[src/rtl/keypad_pkg.sv]
// Shared definitions for the keypad safe: FSM state codes, key codes and keypad map.
package keypad_pkg;

    typedef enum logic [2:0] {
        ST_LOCKED  = 3'd0,
        ST_CHECK   = 3'd1,
        ST_OPEN    = 3'd2,
        ST_PROGRAM = 3'd3,
        ST_LOCKOUT = 3'd4
    } state_e;

    localparam int unsigned KP_ROWS = 4;
    localparam int unsigned KP_COLS = 3;

    localparam logic [3:0] KEY_STAR = 4'hA;
    localparam logic [3:0] KEY_HASH = 4'hB;
    localparam logic [3:0] KEY_NONE = 4'hF;

    // One nibble per key, index = row*3 + col, index 0 in the LSBs.
    // Rows: 1 2 3 / 4 5 6 / 7 8 9 / * 0 #
    localparam logic [47:0] KEY_MAP = 48'hB0A987654321;

    // Translate a (row, col) position into its key code.
    function automatic logic [3:0] key_lookup(input logic [1:0] row_idx, input logic [1:0] col_idx);
        logic [3:0] idx;
        idx = 4'(row_idx) * 4'd3 + 4'(col_idx);
        return KEY_MAP[{idx, 2'b00} +: 4];
    endfunction

    function automatic logic is_digit(input logic [3:0] code);
        return code <= 4'd9;
    endfunction

endpackage

[src/rtl/keypad_lock_ctrl_decoder.sv]
// Keypad scanner front end: registers row/col pins and emits one key event per clean press.
module keypad_decoder
    import keypad_pkg::*;
(
    input  logic       clk,
    input  logic       reset,
    input  logic [3:0] i_row,
    input  logic [2:0] i_col,
    output logic       o_key_valid,
    output logic [3:0] o_key_code
);

    logic [3:0] r_row;
    logic [2:0] r_col;
    logic       r_prev_idle;
    logic       w_press;
    logic [1:0] w_row_idx;
    logic [1:0] w_col_idx;

    // Locate the single active row/col and qualify a press edge from an idle keypad.
    always_comb begin
        w_row_idx = '0;
        w_col_idx = '0;
        for (int i = 0; i < int'(KP_ROWS); i++) begin
            if (r_row[i]) w_row_idx = 2'(i);
        end
        for (int j = 0; j < int'(KP_COLS); j++) begin
            if (r_col[j]) w_col_idx = 2'(j);
        end
        w_press = $onehot(r_row) && $onehot(r_col) && r_prev_idle;
    end

    // Pin capture, idle history and registered key event.
    always_ff @(posedge clk) begin
        if (reset) begin
            r_row       <= '0;
            r_col       <= '0;
            r_prev_idle <= 1'b1;
            o_key_valid <= 1'b0;
            o_key_code  <= KEY_NONE;
        end else begin
            r_row       <= i_row;
            r_col       <= i_col;
            r_prev_idle <= (r_row == '0) && (r_col == '0);
            o_key_valid <= w_press;
            o_key_code  <= w_press ? key_lookup(w_row_idx, w_col_idx) : KEY_NONE;
        end
    end

endmodule

[src/rtl/keypad_lock_ctrl.sv]
// Keypad safe controller: password entry, check, lockout after repeated failures, reprogramming.
module keypad_lock_ctrl
    import keypad_pkg::*;
#(
    parameter int unsigned         PW_LEN         = 6,
    parameter logic [4*PW_LEN-1:0] DEFAULT_PW     = 24'h123456,
    parameter int unsigned         MAX_FAIL       = 3,
    parameter int unsigned         LOCKOUT_CYCLES = 1000
) (
    input  logic              clk,
    input  logic              reset,
    input  logic [3:0]        row,
    input  logic [2:0]        col,
    input  logic              initialize,
    output logic [2:0]        state,
    output logic [PW_LEN-1:0] passward_led,
    output logic              unlocked,
    output logic              alarm,
    output logic [3:0]        fail_count
);

    localparam int unsigned PW_W  = 4 * PW_LEN;
    localparam int unsigned CNT_W = $clog2(PW_LEN + 1);
    localparam int unsigned TMR_W = (LOCKOUT_CYCLES > 1) ? $clog2(LOCKOUT_CYCLES) : 1;
    localparam logic [CNT_W-1:0] CNT_FULL   = CNT_W'(PW_LEN);
    localparam logic [TMR_W-1:0] TMR_LOAD   = TMR_W'(LOCKOUT_CYCLES - 1);
    localparam logic [3:0]       FAIL_LIMIT = 4'(MAX_FAIL);

    state_e           r_state, w_state_nxt;
    logic [CNT_W-1:0] r_count, w_count_nxt;
    logic [PW_W-1:0]  r_entry, w_entry_nxt, w_entry_wr;
    logic [PW_W-1:0]  r_stored, w_stored_nxt;
    logic [3:0]       r_fail, w_fail_nxt, w_fail_inc;
    logic [TMR_W-1:0] r_timer, w_timer_nxt;

    logic       w_key_valid;
    logic [3:0] w_key_code;
    logic       w_is_digit, w_is_star, w_is_hash, w_room;

    keypad_decoder u_decoder (
        .clk         (clk),
        .reset       (reset),
        .i_row       (row),
        .i_col       (col),
        .o_key_valid (w_key_valid),
        .o_key_code  (w_key_code)
    );

    assign w_is_digit = w_key_valid && is_digit(w_key_code);
    assign w_is_star  = w_key_valid && (w_key_code == KEY_STAR);
    assign w_is_hash  = w_key_valid && (w_key_code == KEY_HASH);
    assign w_room     = r_count < CNT_FULL;
    assign w_fail_inc = (r_fail == 4'hF) ? 4'hF : r_fail + 4'd1;

    // Entry buffer with the incoming digit placed in slot r_count (slot 0 in the MSBs).
    always_comb begin
        w_entry_wr = r_entry;
        for (int i = 0; i < int'(PW_LEN); i++) begin
            if (r_count == CNT_W'(i)) w_entry_wr[4*(int'(PW_LEN)-1-i) +: 4] = w_key_code;
        end
    end

    // Next-state and datapath update for the safe FSM.
    always_comb begin
        w_state_nxt  = r_state;
        w_count_nxt  = r_count;
        w_entry_nxt  = r_entry;
        w_stored_nxt = r_stored;
        w_fail_nxt   = r_fail;
        w_timer_nxt  = r_timer;
        case (r_state)
            ST_LOCKED: begin
                if (w_is_digit && w_room) begin
                    w_entry_nxt = w_entry_wr;
                    w_count_nxt = r_count + CNT_W'(1);
                end else if (w_is_star) begin
                    w_count_nxt = '0;
                end else if (w_is_hash) begin
                    w_state_nxt = ST_CHECK;
                end
            end
            ST_CHECK: begin
                w_count_nxt = '0;
                if ((r_count == CNT_FULL) && (r_entry == r_stored)) begin
                    w_state_nxt = ST_OPEN;
                    w_fail_nxt  = '0;
                end else begin
                    w_fail_nxt = w_fail_inc;
                    if (w_fail_inc >= FAIL_LIMIT) begin
                        w_state_nxt = ST_LOCKOUT;
                        w_timer_nxt = TMR_LOAD;
                    end else begin
                        w_state_nxt = ST_LOCKED;
                    end
                end
            end
            ST_OPEN: begin
                if (w_is_star) begin
                    w_state_nxt = ST_LOCKED;
                end else if (initialize && !w_key_valid) begin
                    w_state_nxt = ST_PROGRAM;
                    w_count_nxt = '0;
                end
            end
            ST_PROGRAM: begin
                if (w_is_digit && w_room) begin
                    w_entry_nxt = w_entry_wr;
                    w_count_nxt = r_count + CNT_W'(1);
                end else if (w_is_hash || w_is_star) begin
                    if (w_is_hash && (r_count == CNT_FULL)) w_stored_nxt = r_entry;
                    w_state_nxt = ST_OPEN;
                    w_count_nxt = '0;
                end
            end
            ST_LOCKOUT: begin
                w_count_nxt = '0;
                if (r_timer == '0) begin
                    w_state_nxt = ST_LOCKED;
                    w_fail_nxt  = '0;
                end else begin
                    w_timer_nxt = r_timer - TMR_W'(1);
                end
            end
            default: begin
                w_state_nxt = ST_LOCKED;
                w_count_nxt = '0;
            end
        endcase
    end

    // State and datapath registers.
    always_ff @(posedge clk) begin
        if (reset) begin
            r_state  <= ST_LOCKED;
            r_count  <= '0;
            r_entry  <= '0;
            r_stored <= DEFAULT_PW;
            r_fail   <= '0;
            r_timer  <= '0;
        end else begin
            r_state  <= w_state_nxt;
            r_count  <= w_count_nxt;
            r_entry  <= w_entry_nxt;
            r_stored <= w_stored_nxt;
            r_fail   <= w_fail_nxt;
            r_timer  <= w_timer_nxt;
        end
    end

    // Outputs decoded from registered state only.
    always_comb begin
        for (int i = 0; i < int'(PW_LEN); i++) begin
            passward_led[i] = r_count > CNT_W'(i);
        end
    end

    assign state      = 3'(r_state);
    assign unlocked   = (r_state == ST_OPEN) || (r_state == ST_PROGRAM);
    assign alarm      = (r_state == ST_LOCKOUT);
    assign fail_count = r_fail;

endmodule

[config.mk]
export PLATFORM = sky130hd
export DESIGN_NAME = keypad_lock_ctrl
export DESIGN_NICKNAME = d
export VERILOG_FILES = /design/src/rtl/keypad_pkg.sv /design/src/rtl/keypad_lock_ctrl_decoder.sv /design/src/rtl/keypad_lock_ctrl.sv
export SDC_FILE = /design/constraint.sdc
export NUM_CORES = 1
export LEC_CHECK = 0
export BUFFER_PORTS_ARGS = -buffer_cell sky130_fd_sc_hd__buf_2
export CORE_MARGIN = 2
export CORE_UTILIZATION = 28
export CTS_CLUSTER_SIZE = 20
export DETAILED_ROUTE_END_ITERATION = 10
export SETUP_SLACK_MARGIN = 0.02
export SLEW_MARGIN = 20
export SYNTH_ARGS = -nofsm -noshare
export SYNTH_HDL_FRONTEND = slang
export SYNTH_SLANG_ARGS = --single-unit
[constraint.sdc]
create_clock -name clk -period 6.5 [get_ports clk]
set_input_delay 1.3 -clock clk [delete_from_list [all_inputs] [get_ports clk]]
set_output_delay 1.3 -clock clk [all_outputs]
set_load 0.05 [all_outputs]
==> flow_summary.yaml <==
status:
  status: "complete, no violations"
sta:
  slew_headroom: 0.376
  fin_setup_tns_ps: 0
  finalSetupViolCount: 0
  finalCriticalPeriod_ps: 2960
  worstMarginPinSlew_ps: 935
  finClkSkew_ps: 7.66
  min_period_over_period: 0.455
  fmax_ghz: 0.338
  drv_slew: 0
  grt_setup_unrepaired: "false"
  hold_viol_final: 0
grt:
  grt_pass1_vias: 2873
  globalRoute.totalOverflow: 0
  grt_pass1_wl_um: 13800
  antenna_found_initial: 0
  grt_start_max_net_pins: 66
  grt_util_all_layers: 0.116
power_and_ir_drop:
  cellLeakagePower_nw: 1.94
  ir_drop_mv: 0.127
  power.density_nw_per_um2: 242
yosys:
  synth_warnings: 0
  synthCells: 453
  yosys_most_used_dff: "dfxtp_1"
  async_reset_ff_frac: 0
  synth_area_um2: 3950
  syn_avg_cell_area_um2: 8.73
  synth-edff-count: 0
  synth_seq_area_share: 0.410
  synthDistinctLibCells: 55
  syn_nets: 487
  ys_seq_elements: 81
cells_and_area:
  n_antenna_cell: 0
  fin_area_um2: 4540
  nFillCells: 1446
  fin_util: 0.329
  drive_above_1_share: 0.118
  area_growth_pct: 14.9
  nNetsFinal: 502
die:
  die_w_um: 123
  die-area_um2: 15100
  fp-row-count: 43
  ios: 25
  fp.dieH_um: 123
  core_um2: 13800
  start_util: 0.286
clock_tree:
  clk_path_buf_depth: 2
  cts.clk_slew.worst_paths_ps: 60
  cts_setup_buffers: 0
  cts_num_sinks: 81
  clock_latency_ps: 330
  cts_made_buffers: 9
  cts_hold_repair.buffers: 0
  cts.repair.resized: 0
  htreeDepth: 3
  ctsRootBufferMaster: "clkbuf_16"
  cts_tree: "yes"
worst_setup_path:
  cp.required_ps: 5200
  cp_max_fo: 9
  arrival_ps: 1660
  critical_path_class: "reg -> out"
  end_kind: "output port"
  cp-start-kind: "flop"
drt:
  final_antenna_net_count: 0
  vias: 3105
  drc: 0
  drt-met1-wl_um: 3950
  routed_wl_um: 8290
  wl_met3_um: 333
  first_pass_iters: 4
  wl_met2_um: 3910
  drt_iter0_drc: 156
  via_per_inst: 4.75
  wl_per_cell_um: 12.7
  dr.max_layer_used: "met4"
placement:
  gp_congestion: 0.822
  dp_hpwl_um: 5700
  numPortBuffers: 24
  dpl_cell_area_um2: 4220
min_path:
  hold_class: "reg -> reg"
flow_run:
  drv_cap: 0
## power by group
part	switching [mW]	total (mW)	internal [mW]
sequential	0.00499	0.506	0.501
combinational	0.0304	0.0511	0.0206
clock	0.197	0.543	0.346
## final timing paths
| kind | from | end | slack (ps) | cells past startpoint |
|---|---|---|---|---|
| worst max-delay path | state[1]$_SDFFE_PP0P_ | alarm | 3540 | 4 |
| worst min-delay path | r_stored[5]$_SDFFE_PP0P_ | r_stored[5]$_SDFFE_PP0P_ | 460 | 2 |
| worst max register to register | u_decoder.r_row[1]$_SDFF_PP0_ | u_decoder.o_key_code[0]$_SDFF_PP1_ | 3940 | 11 |
| worst min register to register | r_stored[5]$_SDFFE_PP0P_ | r_stored[5]$_SDFFE_PP0P_ | 460 | 2 |
## cell usage after synthesis, drive strengths merged, types with 2 or more instances
| cell | count | area, um^2 |
|---|---|---|
| a2111oi | 2 | 17.5 |
| buf | 6 | 30.0 |
| and3 | 4 | 25.0 |
| or4 | 2 | 15.0 |
| xor2 | 24 | 210 |
| ha | 19 | 238 |
| nor2 | 43 | 161 |
| nor3b | 4 | 30.0 |
| nand3 | 14 | 70.1 |
| a31o | 2 | 17.5 |
| clkbuf | 16 | 71.3 |
| nor4 | 8 | 56.3 |
| nor3 | 12 | 71.3 |
| inv | 23 | 86.3 |
| o21ai | 11 | 55.1 |
| nand2b | 4 | 25.0 |
| nand4 | 2 | 12.5 |
| mux2 | 2 | 26.3 |
| and2 | 4 | 27.5 |
| or3 | 4 | 30.0 |
| dfxtp | 81 | 1620 |
| nor2b | 8 | 50.1 |
| a21oi | 31 | 166 |
| a31oi | 2 | 12.5 |
| mux2i | 24 | 240 |
| a22o | 4 | 35.0 |
| nand2 | 71 | 269 |
| o211ai | 2 | 15.0 |
| o21a | 2 | 15.0 |
| nand4b | 3 | 32.5 |
| fa | 5 | 100 |
## layout make-up
type | count | area (um^2) | share of cell area
Multi-Input combinational cell | 326 | 2150 | 0.473
Sequential cell | 81 | 1620 | 0.357
Clock buffer | 11 | 243 | 0.0534
Tap cell | 180 | 225 | 0.0496
Timing Repair Buffer | 26 | 135 | 0.0297
Inverter | 24 | 90.1 | 0.0198
Clock inverter | 5 | 78.8 | 0.0174
## state kept, by name, indices dropped and copies added, names as in the netlist
signal,flops
r_count,3
r_timer,10
u_decoder.o_key_code,4
r_entry,24
u_decoder.o_key_valid,1
r_stored,24
u_decoder.r_col,3
u_decoder.r_prev_idle,1
state,3
u_decoder.r_row,4
fail_count,4
## routing by layer
| metal | global-route usage | vias to the layer above |
|---|---|---|
| met4 | 0.0330 | 0 |
| met5 | 0 | - |
| li1 | - | 1557 |
| met2 | 0.195 | 50 |
| met1 | 0.145 | 1492 |
| met3 | 0.0316 | 6 |
## per-stage QoR
step | cells | setup slack (ps) | power, mW | hold slack (ps)
2_1_floorplan | 453 | 2750 | 0.554 | 443
3_3_place_gp | 637 | 3530 | 0.566 | 450
3_5_place_dp | 637 | 3530 | 0.568 | 457
4_1_cts | 653 | 3540 | 1.11 | 465
5_1_grt | 653 | 3400 | 1.14 | 478
6_report | 653 | 3540 | 1.10 | 463
## cell usage in the layout (no fill, tap or decap), drive strengths merged, types with 3 or more instances in the layout
cell,n
mux2i,24
clkbuf,11
nor2,43
nand2b,4
a22o,4
nor3b,4
dfxtp,81
nor3,12
nand2,71
nor4,8
and3,4
clkinv,4
xor2,24
and2,4
o21ai,11
buf,26
fa,5
or3,4
nand3,14
a21oi,31
nor2b,8
nand4b,3
ha,19
inv,23
## logic make-up after synthesis
| group | share of synthesized area |
|---|---|
| compound gates | 0.103 |
| xor+xnor | 0.0554 |
| fa+ha+maj | 0.0854 |
| buf+inv | 0.0484 |
| flops | 0.410 |
| mux | 0.0674 |
| simple gates | 0.230 |
## critical path, stage by stage (launching register included)
cell     delay (ps)
dfxtp_1         380
nor2_1          210
nand2_2         170
inv_1           250
buf_2           310
(Power assumes the default switching activity.)
